[src/rtl/moore_seq_det.sv]
// Serial frame receiver: hunts for SYNC, shifts in DATA_W payload bits MSB first, and counts the completed frames.
// Latency: sync_found in the cycle after the last sync bit; data_valid DATA_W cycles after sync_found.
// Backpressure: none; the block consumes one bit every clock and has no stall input.
module moore_seq_det #(
    parameter int                SYNC_W = 4,
    parameter logic [SYNC_W-1:0] SYNC   = 4'b1011,
    parameter int                DATA_W = 8
) (
    input  logic              clk,
    input  logic              rst,
    input  logic              input_bit,
    output logic [DATA_W-1:0] data_out,
    output logic              data_valid,
    output logic              sync_found,
    output logic              busy,
    output logic [7:0]        frame_count
);

    localparam int CNT_W  = $clog2(DATA_W) + 1;
    localparam int FILL_W = $clog2(SYNC_W + 1);

    localparam logic [1:0] HUNT = 2'd0;
    localparam logic [1:0] RECV = 2'd1;
    localparam logic [1:0] DONE = 2'd2;

    // The oldest bit of each window is never needed again, so only the
    // younger bits are stored; the incoming bit completes the window.
    logic [1:0]        state,     state_nxt;
    logic [SYNC_W-2:0] sr,        sr_nxt;
    logic [FILL_W-1:0] fill,      fill_nxt;
    logic [CNT_W-1:0]  cnt,       cnt_nxt;
    logic [DATA_W-2:0] shreg,     shreg_nxt;
    logic [DATA_W-1:0] dout_nxt;
    logic [7:0]        fc_nxt;
    logic [SYNC_W-1:0] window;
    logic [DATA_W-1:0] payload;

    assign window  = {sr, input_bit};
    assign payload = {shreg, input_bit};

    always_comb begin
        state_nxt = HUNT;
        sr_nxt    = sr;
        fill_nxt  = fill;
        cnt_nxt   = cnt;
        shreg_nxt = shreg;
        dout_nxt  = data_out;
        fc_nxt    = frame_count;
        case (state)
            HUNT: begin
                sr_nxt = window[SYNC_W-2:0];
                if (fill != FILL_W'(SYNC_W))
                    fill_nxt = fill + FILL_W'(1);
                // fill gate stops leftover zeros from counting as received bits
                if (window == SYNC && fill >= FILL_W'(SYNC_W - 1)) begin
                    state_nxt = RECV;
                    cnt_nxt   = '0;
                end else begin
                    state_nxt = HUNT;
                end
            end
            RECV: begin
                shreg_nxt = payload[DATA_W-2:0];
                cnt_nxt   = cnt + CNT_W'(1);
                if (cnt == CNT_W'(DATA_W - 1)) begin
                    state_nxt = DONE;
                    dout_nxt  = payload;
                    fc_nxt    = frame_count + 8'd1;
                end else begin
                    state_nxt = RECV;
                end
            end
            DONE: begin
                state_nxt = HUNT;
                sr_nxt    = '0;
                fill_nxt  = '0;
            end
            default: begin
                state_nxt = HUNT;
                sr_nxt    = '0;
                fill_nxt  = '0;
            end
        endcase
    end

    always_ff @(posedge clk) begin
        if (!rst) begin
            state       <= HUNT;
            sr          <= '0;
            fill        <= '0;
            cnt         <= '0;
            shreg       <= '0;
            data_out    <= '0;
            frame_count <= '0;
            data_valid  <= 1'b0;
            sync_found  <= 1'b0;
            busy        <= 1'b0;
        end else begin
            state       <= state_nxt;
            sr          <= sr_nxt;
            fill        <= fill_nxt;
            cnt         <= cnt_nxt;
            shreg       <= shreg_nxt;
            data_out    <= dout_nxt;
            frame_count <= fc_nxt;
            // Flags are decoded from the next state so they line up with it.
            data_valid  <= (state_nxt == DONE);
            sync_found  <= (state_nxt == RECV) && (cnt_nxt == '0);
            busy        <= (state_nxt != HUNT);
        end
    end

endmodule

[config.mk]
export PLATFORM = sky130hd
export DESIGN_NAME = moore_seq_det
export DESIGN_NICKNAME = d
export VERILOG_FILES = /design/src/rtl/moore_seq_det.sv
export SDC_FILE = /design/constraint.sdc
export NUM_CORES = 1
export LEC_CHECK = 0
export ABC_CLOCK_PERIOD_IN_PS = 3000
export CORE_ASPECT_RATIO = 0.75
export CORE_MARGIN = 3
export CORE_UTILIZATION = 40
export DETAILED_ROUTE_END_ITERATION = 10
export GPL_ROUTABILITY_DRIVEN = 0
export HOLD_SLACK_MARGIN = 0.15
export SLEW_MARGIN = 5
export SYNTH_ARGS = -nofsm -noshare
export SYNTH_HDL_FRONTEND = slang
export SYNTH_SLANG_ARGS = --single-unit
[constraint.sdc]
create_clock -name clk -period 3 [get_ports clk]
set_input_delay 0.3 -clock clk [delete_from_list [all_inputs] [get_ports clk]]
set_output_delay 0.3 -clock clk [all_outputs]
set_load 0.1 [all_outputs]
* Word level (Yosys, flattened, before mapping)
Cells that the tools add are included.
Widths: inputs -> output; s select.
** Storage, ports and cells
- Register bits :: 38
- Input bits :: 3
- Output and inout bits :: 19
- Logic and storage cells :: 37
** Operators by class
- Add/sub/neg operators :: 3
- Magnitude comparators :: 1
- Equal/unequal tests :: 7
- Mux-type cells :: 8
- Bitwise logic cells :: 1
- Reductions and logical operators :: 7
** Operators by type and width (number)
- $pmux 3 s2 :: 2
- $add 8x1->8 const B :: 1
- $pmux 4 s2 :: 1
- $add 4x1->4 const B :: 1
- $eq 2x1->1 const B :: 2
- $eq 4x3->1 const B :: 1
- $eq 4x4->1 const B :: 1
- $logic_not 4->1 :: 1
- $mux 4 :: 1
- $pmux 2 s2 :: 1
- $reduce_and 2->1 :: 2
- $add 3x1->3 const B :: 1
- $ge 3x2->1 const B :: 1
- $mux 3 :: 1
- $ne 3x3->1 const B :: 1
- $eq 2x2->1 const B :: 1
- $logic_and 1x1->1 :: 2
- $logic_not 2->1 :: 1
- $mux 2 :: 1
- $ne 2x2->1 const B :: 1
- $reduce_bool 2->1 :: 1
- $mux 1 :: 1
- $not 1->1 :: 1

* Logic depth before layout (Yosys ltp)
- Depth after elaboration :: 6
- Depth in mapped cells :: 6
- Depth with buffers taken out :: 6

* Least setup slack after synthesis
OpenSTA, ideal clock, no wires.
- Path type :: register to register
- From :: register frame_count[0]
- To :: register frame_count[6]
- Library setup time :: 115 ps
- Arrival :: 1883 ps
- Data required time :: 2885 ps
- Slack :: 1002 ps
- Cell stages (with the launch flop) :: 6
- Buffers on the path :: 0
- Clock period less this slack :: 1998 ps
- Path through :: dfxtp_1 ha_1 inv_1 nor4_2 xor2_1 and2_1
** On the way
- Word-level cells in the longest chain between the ends :: 1
** Ends and longest elaborated chain
- start: declaration :: RTL line 16 : output logic [7:0] frame_count
- start signal: assignment :: RTL line 105 : frame_count <= fc_nxt;
- $add 8x1->8 :: RTL line 68 : fc_nxt = frame_count + 8'd1;
No other way between the ends.
A chain may end at the register's enable or synchronous reset.

* Worst setup path after layout
- From :: register state[0]
- To :: register frame_count[0]
** On the way
- Word-level cells in the longest chain between the ends :: 2
** Ends and longest elaborated chain
- start: declaration :: RTL line 28 : logic [1:0] state, state_nxt;
- start signal: assignment :: RTL line 99 : state <= state_nxt;
- $eq 2x1->1 :: RTL line 49 : case (state)
- $reduce_and 2->1 (no line)
No other way between the ends.

==> results <==
- The flow ran to the end, and the final reports show no timing, DRC or antenna violations.
- The net count of the mapped netlist is between 150 and 200.
- The die outline height is 62.4 um.
- The path type of the worst min-delay path is flip-flop to flip-flop.
- The critical path is of the flip-flop to flip-flop type.
- For this run, the number of Yosys warnings is 0.
- Leaving out filler cells and counting taps, the final layout contains about 260.
- The total overflow left after global routing is 0.
- Clock-pin slew was measured on the worst setup and hold paths at approximately 0.070 ns.
- Max-cap violations in this run came to 0.
- At the worst endpoint, the required time is 3.18 ns.
- Setup repair after global routing left no endpoint under its margin.
- The worst hold slack after final layout is 0.452 ns.
- The clock buffer count from CTS is 5.
- The number of hold-slack violations in the final timing report is 0.
- The sequential cell area fraction in the yosys report is 0.448.
- Setup violations remaining at the end of the flow were counted as 0.
- Gates resized during post-CTS repair numbered 0.
- Counting tap cells, the placed design contains a total of roughly 250 instances.
- The largest net degree at the start of global routing is 31.
- The width of the chip is 81.2 um.
- For this run, the share of the core covered by cells in the final layout is 0.508.
- The number of placement rows is 19.
- The sort of element at the end of the critical path is a flip-flop.
- The routed wire length is a little under 3000 um.
- For the worst setup path, the data arrival time is around 2.4 ns.
- The post-route minimum period is between 2 and 2.5 ns.
- The flop and latch count out of synthesis is 38.
- Input and output buffers added on the ports amount to 21.
- The area growth from synthesis to layout is 15.9%.
- The number of cells produced by synthesis is ~190.
- The maximum count of clock buffers along a single path is 2.
- The initial antenna violation count is 0.
- The net count reported at finish is about 220.
- Yosys mapped a number of flops with a built-in enable equal to 0.
- For this run, the total global-route usage over all layers was measured as 0.134.
- The first-pass iteration count of the detailed router is 4.
- The critical path startpoint category is a flip-flop.
- The top fanout value on the critical path is 17.
- The most instantiated flip-flop cell in the synthesis netlist is sky130_fd_sc_hd__dfxtp_1.
- The proportion of synthesized flip-flops having asynchronous set or reset is 0.
- In this run the mean area of a mapped cell was just over 9 sq um.
- The worst ir drop on vdd is 318 uV.
- The number of global-route vias before repair is roughly 1200.
- The post-route antenna net violation count is 0.
- The tree is rooted in a sky130_fd_sc_hd__clkbuf_8.
- In this run the post-CTS setup repair buffer count came out at 0.
- Dividing the final minimum period by the clock period gives 0.721.
- Summing every instance area after synthesis gives 1700 sq um.
- The maximum operating frequency is around 460 MHz.
- The clock net in this run drives a total of 38 sinks.
- The count of final max-slew check failures is 0.
- For the final database, setup skew stands at about 0.0068 ns.
- For this block, the via count after detailed routing is 1247.
- The initial cell density of the core is 0.438.
- Detailed placement finished with a half-perimeter wire length of about 2100 um.
- The DRC marker count from the first detailed-route iteration is between 80 and 90.
- For this run, design rule violations remaining after detail routing come to 0.
- The most common cell after layout, fill and taps aside is sky130_fd_sc_hd__nand2_1.
- The quantity of hold-fixing buffers added after cts is 0.
- Summed over all failing endpoints, the final setup total negative slack is 0 ns.
- The per-cell via count in the routed design is just under 5.
- Of the cells placed in the final design, the portion with a size suffix greater than 1 is 0.150.
- In this run the tightest slew margin relative to its limit is 0.351.
- The clock tree synthesis step divided the H-tree into 2 levels.
- At the pin with the least slew margin, the transition time is 0.970 ns.
- The unique cell type count in the Yosys netlist is 36.
- For the worst-skew pair, the clock arrives at the later sink with an insertion delay of roughly 0.28 ns.
- The library cells used most frequently in the layout, excluding fill and tap cells, are 40 x sky130_fd_sc_hd__nand2_1, 38 x sky130_fd_sc_hd__dfxtp_1, 16 x sky130_fd_sc_hd__a21boi_1.
- For this design the static power due to leakage is approximately 0.8 nW.
- The routed length per instance is ~12 um.
- The first global-routing pass estimated 5370 um of wire.
- The repair_antennas step left the layout with diodes totalling 0.
- 22 I/O pins were placed.
- The region available for standard cell placement spans 3870 sq um.
- TritonCTS built the clock tree.
- The ratio of total power to cell area is ~500 nW/um^2.
- The area enclosed by the die boundary is 5070 sq um.
-- cell usage after synthesis, types with 2 or more instances --
master,count,area [sq um]
sky130_fd_sc_hd__nand2_1,40,150
sky130_fd_sc_hd__dfxtp_1,38,761
sky130_fd_sc_hd__a21boi_1,16,120
sky130_fd_sc_hd__inv_1,10,37.5
sky130_fd_sc_hd__and2_1,9,56.3
sky130_fd_sc_hd__nor2_1,9,33.8
sky130_fd_sc_hd__a21oi_1,7,35.0
sky130_fd_sc_hd__xor2_1,6,52.6
sky130_fd_sc_hd__ha_1,5,62.6
sky130_fd_sc_hd__nor4_2,4,50.1
sky130_fd_sc_hd__buf_2,3,15.0
sky130_fd_sc_hd__buf_6,3,33.8
sky130_fd_sc_hd__clkbuf_1,3,11.3
sky130_fd_sc_hd__mux2i_1,3,30.0
sky130_fd_sc_hd__nand2b_1,3,18.8
sky130_fd_sc_hd__nand3_1,3,15.0
sky130_fd_sc_hd__nand4_1,2,12.5
sky130_fd_sc_hd__nor3_1,2,10.0
sky130_fd_sc_hd__o21ai_0,2,10.0
sky130_fd_sc_hd__or2_1,2,12.5
sky130_fd_sc_hd__xnor2_1,2,17.5
-- flip-flops by register name, summed over array words and instances, names as in the netlist --
signal       flops
cnt              4
frame_count      8
busy             1
data_valid       1
data_out         8
state            2
fill             3
sync_found       1
shreg            7
sr               3
-- through the flow --
step                      total power, mW  cell area, sq um  worst slack, ns
after floorplan                     0.638              1700             1.00
after global placement              0.655              1880            0.917
after detailed placement            0.659              1880            0.841
after CTS                            1.00              1970            0.813
after global routing                 1.04              1970            0.558
final                               0.986              1970            0.838
-- worst paths after layout --
kind / slack, ns / cells after the start / from / to
setup / recovery: 0.84 / 4 / state[0] / frame_count[0]
hold / removal: 0.45 / 2 / data_out[5] / data_out[5]
setup reg to reg: 0.84 / 4 / state[0] / frame_count[0]
hold reg to reg: 0.45 / 2 / data_out[5] / data_out[5]
-- final cells by class --
class | instances | area (sq um)
well taps | 52 | 65.1
clock buffers | 6 | 82.6
fillers | 375 | 1910
multi-input cells | 130 | 838
inverters | 10 | 37.5
flip-flops and latches | 38 | 761
repair buffers | 22 | 183
-- layer usage --
metal / GRT usage / share of wire / vias to the layer above
met2: 0.193 / 0.43 / 25
met1: 0.183 / 0.50 / 560
li1: - / - / 656
met4: 0.0633 / 0.015 / 0
met3: 0.0403 / 0.049 / 6
met5: 0 / 0 / -
-- worst max-delay path, stage by stage, from the launching register on --
cell,delay [ns]
sky130_fd_sc_hd__dfxtp_1,0.68
sky130_fd_sc_hd__nand2b_1,0.52
sky130_fd_sc_hd__or2_1,0.52
sky130_fd_sc_hd__xnor2_1,0.17
sky130_fd_sc_hd__and2_1,0.16
-- where the power goes --
group	total (mW)	switching (mW)	leakage, nW	internal (mW)
combinational	0.101	0.0512	0.453	0.0494
clock	0.339	0.161	0.0431	0.177
sequential	0.547	0.0220	0.307	0.525
total	0.986	0.235	0.803	0.752
-- kinds of logic after synthesis --
| family | Yosys count | share of synthesized area |
|---|---|---|
| mux | 4 | 0.0243 |
| xor+xnor | 8 | 0.0413 |
| simple gates | 82 | 0.259 |
| buf+inv | 19 | 0.0575 |
| flops | 38 | 0.448 |
| fa+ha+maj | 5 | 0.0369 |
| compound gates | 31 | 0.133 |
(Power assumes the default switching activity.)
